===== config.mk =====
export PLATFORM = sky130hd
export DESIGN_NAME = conv_dp_acc_round
export DESIGN_NICKNAME = d
export VERILOG_FILES = /design/src/rtl/conv_dp_acc_round.sv
export SDC_FILE = /design/constraint.sdc
export NUM_CORES = 2
export LEC_CHECK = 0
export CAP_MARGIN = 20
export CORE_MARGIN = 4
export CORE_UTILIZATION = 45
export DETAILED_ROUTE_END_ITERATION = 8
export GPL_ROUTABILITY_DRIVEN = 0
export PLACE_DENSITY_LB_ADDON = 0.08
export SYNTH_ARGS = -nofsm -noshare
export SYNTH_HDL_FRONTEND = slang
export SYNTH_SLANG_ARGS = --single-unit
export TNS_END_PERCENT = 1

===== constraint.sdc =====
create_clock -name clk -period 5.2 [get_ports clk]
set_input_delay 1.04 -clock clk [delete_from_list [all_inputs] [get_ports clk]]
set_output_delay 1.04 -clock clk [all_outputs]
set_load 0.02 [all_outputs]

===== src/rtl/conv_dp_acc_round.sv =====
// Per-output-channel dot-product accumulator with bias, round-half-up and saturation.
// Define CONV_ACC_RELU_EN to clamp negative results to zero at writeback.
module conv_dp_acc_round #(
  parameter int IN_WIDTH  = 16,
  parameter int IN_FRAC   = 3,
  parameter int W_WIDTH   = 8,
  parameter int W_FRAC    = 4,
  parameter int B_WIDTH   = 8,
  parameter int B_FRAC    = 4,
  parameter int OUT_WIDTH = 16,
  parameter int OUT_FRAC  = 4,
  parameter int DP_SIZE   = 2,
  parameter int ACC_DEPTH = 8,
  parameter int OC_PAR    = 2,
  parameter int HAS_BIAS  = 1
) (
  input  logic                                   clk,
  input  logic                                   rst,
  input  logic [DP_SIZE-1:0][IN_WIDTH-1:0]        data_in,
  input  logic                                   data_in_valid,
  output logic                                   data_in_ready,
  input  logic [OC_PAR*DP_SIZE-1:0][W_WIDTH-1:0]  weight,
  input  logic                                   weight_valid,
  output logic                                   weight_ready,
  input  logic [OC_PAR-1:0][B_WIDTH-1:0]          bias,
  input  logic                                   bias_valid,
  output logic                                   bias_ready,
  output logic [OC_PAR-1:0][OUT_WIDTH-1:0]        data_out,
  output logic                                   data_out_valid,
  input  logic                                   data_out_ready
);

  localparam int PW  = IN_WIDTH + W_WIDTH + $clog2(DP_SIZE);
  localparam int AW  = IN_WIDTH + W_WIDTH + $clog2(DP_SIZE * ACC_DEPTH) + 1;
  localparam int RW  = AW + 1;
  localparam int SH  = IN_FRAC + W_FRAC - OUT_FRAC;
  localparam int BSH = IN_FRAC + W_FRAC - B_FRAC;
  localparam int BW  = (ACC_DEPTH > 1) ? $clog2(ACC_DEPTH) : 1;

  localparam logic [BW-1:0]        LAST_BEAT = BW'(ACC_DEPTH - 1);
  localparam logic signed [RW-1:0] RND       = (SH > 0) ? (RW'(1) << ((SH > 0) ? SH - 1 : 0)) : '0;
  localparam logic signed [RW-1:0] OUT_MAX   = {{(RW-OUT_WIDTH+1){1'b0}}, {(OUT_WIDTH-1){1'b1}}};
  localparam logic signed [RW-1:0] OUT_MIN   = {{(RW-OUT_WIDTH+1){1'b1}}, {(OUT_WIDTH-1){1'b0}}};

  // stage 1 and beat tracking
  logic                   s1_valid_q, s1_valid_d;
  logic                   s1_last_q;
  logic signed [PW-1:0]   s1_dp_q   [OC_PAR];
  logic signed [AW-1:0]   s1_bias_q [OC_PAR];
  logic [BW-1:0]          beat_q, beat_d;

  // stage 2 accumulators and output register
  logic signed [AW-1:0]             acc_q [OC_PAR];
  logic signed [AW-1:0]             acc_d [OC_PAR];
  logic [OC_PAR-1:0][OUT_WIDTH-1:0] out_q, out_d;
  logic                             out_valid_q, out_valid_d;

  // combinational helpers
  logic                   last;
  logic                   bias_ok;
  logic                   in_ready;
  logic                   in_fire;
  logic                   s1_adv;
  logic signed [PW-1:0]   dp_d     [OC_PAR];
  logic signed [AW-1:0]   bias_al  [OC_PAR];
  logic signed [RW-1:0]   sum_r    [OC_PAR];
  logic signed [RW-1:0]   rnd_sum  [OC_PAR];
  logic signed [RW-1:0]   rnd_sh   [OC_PAR];
  logic [OUT_WIDTH-1:0]   res      [OC_PAR];

  // Handshake: data and weight are taken together, plus bias on the last beat.
  always_comb begin
    last          = (beat_q == LAST_BEAT);
    bias_ok       = !last || (HAS_BIAS == 0) || bias_valid;
    s1_adv        = s1_valid_q && (!s1_last_q || !out_valid_q || data_out_ready);
    in_ready      = !s1_valid_q || s1_adv;
    data_in_ready = rst && weight_valid  && in_ready && bias_ok;
    weight_ready  = rst && data_in_valid && in_ready && bias_ok;
    in_fire       = data_in_valid && data_in_ready;
    bias_ready    = (HAS_BIAS != 0) ? (in_fire && last) : rst;
  end

  always_comb begin
    beat_d = beat_q;
    if (in_fire) begin
      beat_d = last ? '0 : beat_q + BW'(1);
    end
  end

  always_comb begin
    s1_valid_d = s1_valid_q;
    if (in_fire) begin
      s1_valid_d = 1'b1;
    end else if (s1_adv) begin
      s1_valid_d = 1'b0;
    end
  end

  always_comb begin
    for (int i = 0; i < OC_PAR; i++) begin
      dp_d[i] = '0;
      for (int j = 0; j < DP_SIZE; j++) begin
        dp_d[i] = dp_d[i] + PW'($signed(data_in[j]) * $signed(weight[i*DP_SIZE+j]));
      end
      bias_al[i] = (HAS_BIAS != 0) ? (AW'($signed(bias[i])) <<< BSH) : '0;
    end
  end

  // Writeback: round half-up by adding half an output LSB, then clamp.
  always_comb begin
    for (int i = 0; i < OC_PAR; i++) begin
      sum_r[i]   = RW'(acc_q[i]) + RW'(s1_dp_q[i]) + RW'(s1_bias_q[i]);
      rnd_sum[i] = sum_r[i] + RND;
      rnd_sh[i]  = rnd_sum[i] >>> SH;
      if (rnd_sh[i] > OUT_MAX) begin
        res[i] = OUT_MAX[OUT_WIDTH-1:0];
      end else if (rnd_sh[i] < OUT_MIN) begin
        res[i] = OUT_MIN[OUT_WIDTH-1:0];
      end else begin
        res[i] = rnd_sh[i][OUT_WIDTH-1:0];
      end
`ifdef CONV_ACC_RELU_EN
      if (res[i][OUT_WIDTH-1]) begin
        res[i] = '0;
      end
`endif
    end
  end

  always_comb begin
    out_d = out_q;
    for (int i = 0; i < OC_PAR; i++) begin
      acc_d[i] = acc_q[i];
      if (s1_adv) begin
        if (s1_last_q) begin
          acc_d[i] = '0;
          out_d[i] = res[i];
        end else begin
          acc_d[i] = acc_q[i] + AW'(s1_dp_q[i]);
        end
      end
    end
  end

  // A pop and a new last-beat load in the same cycle keeps valid high.
  always_comb begin
    out_valid_d = out_valid_q;
    if (s1_adv && s1_last_q) begin
      out_valid_d = 1'b1;
    end else if (data_out_ready) begin
      out_valid_d = 1'b0;
    end
  end

  always_ff @(posedge clk or negedge rst) begin
    if (!rst) begin
      s1_valid_q  <= 1'b0;
      s1_last_q   <= 1'b0;
      s1_dp_q     <= '{default: '0};
      s1_bias_q   <= '{default: '0};
      beat_q      <= '0;
      acc_q       <= '{default: '0};
      out_q       <= '0;
      out_valid_q <= 1'b0;
    end else begin
      s1_valid_q  <= s1_valid_d;
      beat_q      <= beat_d;
      acc_q       <= acc_d;
      out_q       <= out_d;
      out_valid_q <= out_valid_d;
      if (in_fire) begin
        s1_last_q <= last;
        s1_dp_q   <= dp_d;
        s1_bias_q <= bias_al;
      end
    end
  end

  assign data_out       = out_q;
  assign data_out_valid = out_valid_q;

endmodule


-- Yosys cells after proc, flatten, opt, wreduce, memory -nomap -nowiden
Cells that the tools add are included.
- register bits after elaboration: 162
- latch bits: 0
- bits in writable memories: 0
- memory bits (read-only): 0
- bits of input ports: 86
- output and inout bits: 36
- word-level logic and storage cells: 64
- memories kept: 0
- add/sub/neg operators: 11
- $mul: 4
- divide/modulo/power cells: 0
- magnitude comparators: 4
- equal/unequal tests: 1
- shifts and indexed selects: 0
- multiplexer cells: 11
- bitwise logic cells: 0
- reduce and logical (&&, ||, !) cells: 21
- operators with widths (operator ; count):
    multiplier 16 x 8 -> 24 bit ; 4
    two-way mux 16 bit ; 4
    adder 29 x 25 -> 30 bit ; 2
    adder 30 x 11 -> 30 bit ; 2
    adder 30 x 4 -> 30 bit (second input constant) ; 2
    adder 29 x 25 -> 29 bit ; 2
    two-way mux 29 bit ; 2
    greater-than comparator 27 x 16 -> 1 bit (second input constant) ; 2
    < comparator 27 x 16 -> 1 bit (second input constant) ; 2
    adder 24 x 24 -> 25 bit ; 2
    logical AND 1 bit ; 10
    logical NOT 1 bit ; 4
    logical OR 1 bit ; 4
    two-way mux 1 bit ; 4
    nonzero test 2 bit ; 2
    adder 3 x 1 -> 3 bit (second input constant) ; 1
    == test 3 bit (second input constant) ; 1
    two-way mux 3 bit ; 1
    AND reduction 2 bit ; 1

-- Depth between registers and ports, before layout
- word-level depth: 9
- gate-level depth with buffers: 25

-- Worst setup path before layout
OpenSTA, ideal clock, no wires.
- path type: input port to flip-flop
- start point: in weight[1] in the netlist's numbering
- end point: reg s1_dp_q[49] in the netlist's numbering
- library setup time: 0.133 ns
- arrival: 6.648 ns
- path slack: -1.581 ns
- stages: 21
- cell sequence: clkbuf_1 > nand2_1 > fa_1 > fa_1 > fa_1 > inv_1 > fa_1 > fa_1 > inv_1 > fa_1 > inv_1 > ha_1 > a21oi_1 > o21ai_0 > a41o_1 > o41ai_1 > o21ai_0 > a211oi_1 > a21oi_1 > xnor2_1 > o21ai_0
- cells in the longest elaborated chain, start to end: 2
- RTL lines (element ; line ; source):
    start: declaration ; 22 ; input logic [OC_PAR*DP_SIZE-1:0][W_WIDTH-1:0] weight,
    multiplier 16 x 8 -> 24 bit ; 103 ; dp_d[i] = dp_d[i] + PW'($signed(data_in[j]) * $signed(weight[i*DP_SIZE+j]));
    adder 24 x 24 -> 25 bit ; 103 ;
    end signal: assignment ; 173 ; s1_dp_q <= dp_d;
    end: declaration ; 48 ; logic signed [PW-1:0] s1_dp_q [OC_PAR];
Every way passes these cells.
A chain may end at the register's enable or synchronous reset.

-- Worst setup path in the final report
- start point: in data_in[26] in the netlist's numbering
- end point: reg s1_dp_q[48] in the netlist's numbering
- cells in the longest elaborated chain, start to end: 2
- RTL lines (element ; line ; source):
    start: declaration ; 19 ; input logic [DP_SIZE-1:0][IN_WIDTH-1:0] data_in,
    multiplier 16 x 8 -> 24 bit ; 103 ;
    adder 24 x 24 -> 25 bit ; 103 ;
Every way passes these cells.

==> results.toml <==
[run_status]
status = "finished, violations left"
violations = "setup timing"

[critical_path]
crit_buf_inv = 5
crit_path_start_kind = "input port"
crit_family = "adder cells"
path_max_fanout = 5
max_stage_delay_ns = 0.54
crit_arrival_ns = 6.72
cp-end-kind = "flop"
critPathRequiredTime_ns = 5.52
crit_top_cell = "fa_1"
path_class = "input port to flop"
cpMaxStageDelayCell = "fa_1"
crit_chain = "clkdlybuf4s15_2, buf_4, buf_4, and2_1, fa_2, fa_1, fa_1, fa_1, fa_1, inv_1, fa_1, inv_2, ha_4, and3_4, and3_4, nand3_4, a41oi_2, or4_1, a31oi_1, xor2_1, o21ai_1"

[yosys]
avgSynthCellArea_um2 = 9.39
ys_seq_area_share_pct = 13.3
synth_cells = 3248
ys_warn_count = 0
synth-edff-count = 0
postSynth.asyncResetShare_pct = 100
synth-main-ff-cell = "dfrtp_1"
synth_area_leaders = "fa_1 (37%), dfrtp_1 (13%), ha_1 (10%), inv_1 (7.9%), and2_1 (4.7%)"
syn_area_um2 = 30500
synth_top_area_share_pct = 37.2
ys_types = 78
yosys.area.top_type = "fa_1"
synth_nets = 4154
synth-seq-cells = 162

[placement]
place_area_um2 = 35300
dpl.cell_count = 4445
io_buffers = 121
dpl.hpwl_mm = 64.2

[clock_network]
cts-root-buf = "clkbuf_16"
clock_path_buffers = 2
clock_latency_ns = 0.45
hold_buffers = 0
cts_tree = "built"
cts_htree_levels = 4
cts_buffers = 17
cts_sinks = 162
clk_pin_slew_ns = 0.08

[floorplan]
die_area_um2 = 72000
die-width_um = 268
die_y_um = 268
initial_core_util_pct = 45.4
design.core.area_um2 = 67200
rows = 95
top_level_ports = 122

[timing]
max_freq_ghz = 0.156
maxSlewHeadroom_pct = 44.9
tightest_slew_ns = 0.826
grt_setup_unrepaired = "true"
setup_viol = 36
maxSlewViolCount = 0
clock_skew_ns = 0.0173
fin_ws_ns = -1.20
finalCritPeriodShare_pct = 123
min_period_ns = 6.40
final_hold_viol_count = 0

[routing]
postRouteAntennaNets = 0
wl_per_cell_um = 18.0
initialDrtViolationCount = 1331
post-route-drc-count = 0
firstDrtPassIters = 5
via_count = 23892
drt-total-wl_mm = 82.9
vias_per_cell = 5.19

[final_layout]
nets = 4621
final_area_um2 = 37900
instances_no_fill = 4600
area_growth_pct = 24.3
multi_input_area_um2 = 24400
fill_cells = 5885
mostFrequentLayoutCells = "inv_1 (621), fa_1 (531), buf_4 (338), nand2_1 (333), ha_1 (236)"
layout-drive-gt1-share_pct = 19.4
register_area_um2 = 4050
n_antenna_cell = 0
final_common_cell = "inv_1"

[job]
maxCapViolCount = 0

[global_routing]
grt_pass1_vias = 25797
grt_usage_pct = 24.1
grt-ovfl-total = 0
antenna_found_initial = 0
grt_pass1_wl_mm = 138
grt_start_max_net_pins = 64

[hold_path]
hp-class = "flop to flop"
[through the flow]
| step | hold slack (ns) | TNS, ns | utilization (%) | worst slack, ns |
|---|---|---|---|---|
| 2_1_floorplan | 0.443 | -24.72 | - | -1.15 |
| 3_3_place_gp | 0.455 | -60.04 | 52.5 | -2.11 |
| 3_5_place_dp | 0.463 | -61.27 | 52.5 | -2.14 |
| 4_1_cts | 0.479 | -25.33 | 56.3 | -1.19 |
| 5_1_grt | 0.508 | -32.47 | 56.4 | -1.36 |
| 6_report | 0.475 | -25.27 | 56.4 | -1.20 |
[what timing repair did]
action / in CTS / in global routing
pin swaps: 140 / 35
cloned: 19 / 0
resized for setup: 412 / 25
setup endpoints to repair: 38 / 38
setup buffers: 106 / 1
[path summary, 6_finish.rpt]
| check | startpoint | endpoint | slack [ns] | cells after the start |
|---|---|---|---|---|
| worst max-delay path | data_in[26] | s1_dp_q[48] | -1.20 | 21 |
| worst min-delay path | data_out[31] | data_out[31] | 0.47 | 2 |
| worst max register to register | s1_bias_q[10] | data_out[18] | 0.44 | 13 |
| worst min register to register | data_out[31] | data_out[31] | 0.47 | 2 |
| max in group asynchronous | rst | s1_dp_q[19] | 2.76 | 3 |
| min in group asynchronous | rst | s1_bias_q[37] | 0.53 | 1 |
[cell families after synthesis]
family	Yosys count	synth area share, %
flip-flops	162	13.3
XOR/XNOR	148	4.25
multiplexers	28	1.03
buffers and inverters	739	9.13
AND/OR/NAND/NOR	868	14.0
adder cells (fa/ha/maj)	820	47.6
AO/OA/AOI/OAI	483	10.7
[Yosys cell counts (all sizes together), types with 4 or more instances]
| cell type | n |
|---|---|
| fa | 566 |
| nand2 | 346 |
| and2 | 230 |
| nor2 | 114 |
| o21a | 13 |
| o41ai | 6 |
| xnor2 | 107 |
| o311ai | 4 |
| o21bai | 24 |
| a22o | 39 |
| or2 | 5 |
| nand4 | 13 |
| o22a | 16 |
| and3 | 21 |
| a21oi | 122 |
| o211ai | 15 |
| or3 | 10 |
| dfrtp | 162 |
| a211oi | 13 |
| nor2b | 18 |
| nand2b | 38 |
| o21ai | 105 |
| buf | 6 |
| nand3 | 21 |
| nor4 | 8 |
| xor2 | 41 |
| mux2 | 26 |
| nand3b | 7 |
| nor3 | 25 |
| a31oi | 10 |
| a21boi | 6 |
| clkbuf | 92 |
| a32o | 6 |
| a21o | 51 |
| inv | 639 |
| ha | 254 |
| o31ai | 7 |
[routing by layer]
metal | wire length [um] | GRT usage [%] | vias up
li1 | - | - | 11166
met1 | 38400 | 34.4 | 12098
met2 | 38700 | 39.6 | 542
met3 | 4020 | 2.95 | 86
met4 | 1810 | 5.43 | 0
met5 | 0 | 0 | -
[worst register-to-register path, stage by stage, from the launching register on]
cell and delay, ns:
dfrtp_1 0.66, fa_1 0.52, ha_1 0.40, a21o_1 0.18
a21o_1 0.20, a21oi_1 0.34, a31oi_2 0.22, a221o_1 0.46
a221oi_2 0.39, o21ai_0 0.15, o21a_1 0.13, o41a_1 0.55
nor2_2 0.32, a21oi_1 0.11
[flip-flops by register name, summed over array words and instances, names as in the netlist]
signal,flops
s1_valid_q,1
beat_q,3
acc_q,58
s1_bias_q,16
data_out_valid,1
data_out,32
s1_last_q,1
s1_dp_q,50
[layout make-up]
class | count | area share [%]
clock buffer | 20 | 1.18
clock inverter | 11 | 0.347
inverter | 641 | 6.37
multi-input combinational | 2347 | 64.5
sequential | 162 | 10.7
tap | 873 | 2.88
timing repair buffer | 546 | 14.0
Power is left out: the tool's default activity adds up to more than one toggle a clock period on the data nets, which glitch-free logic cannot reach.
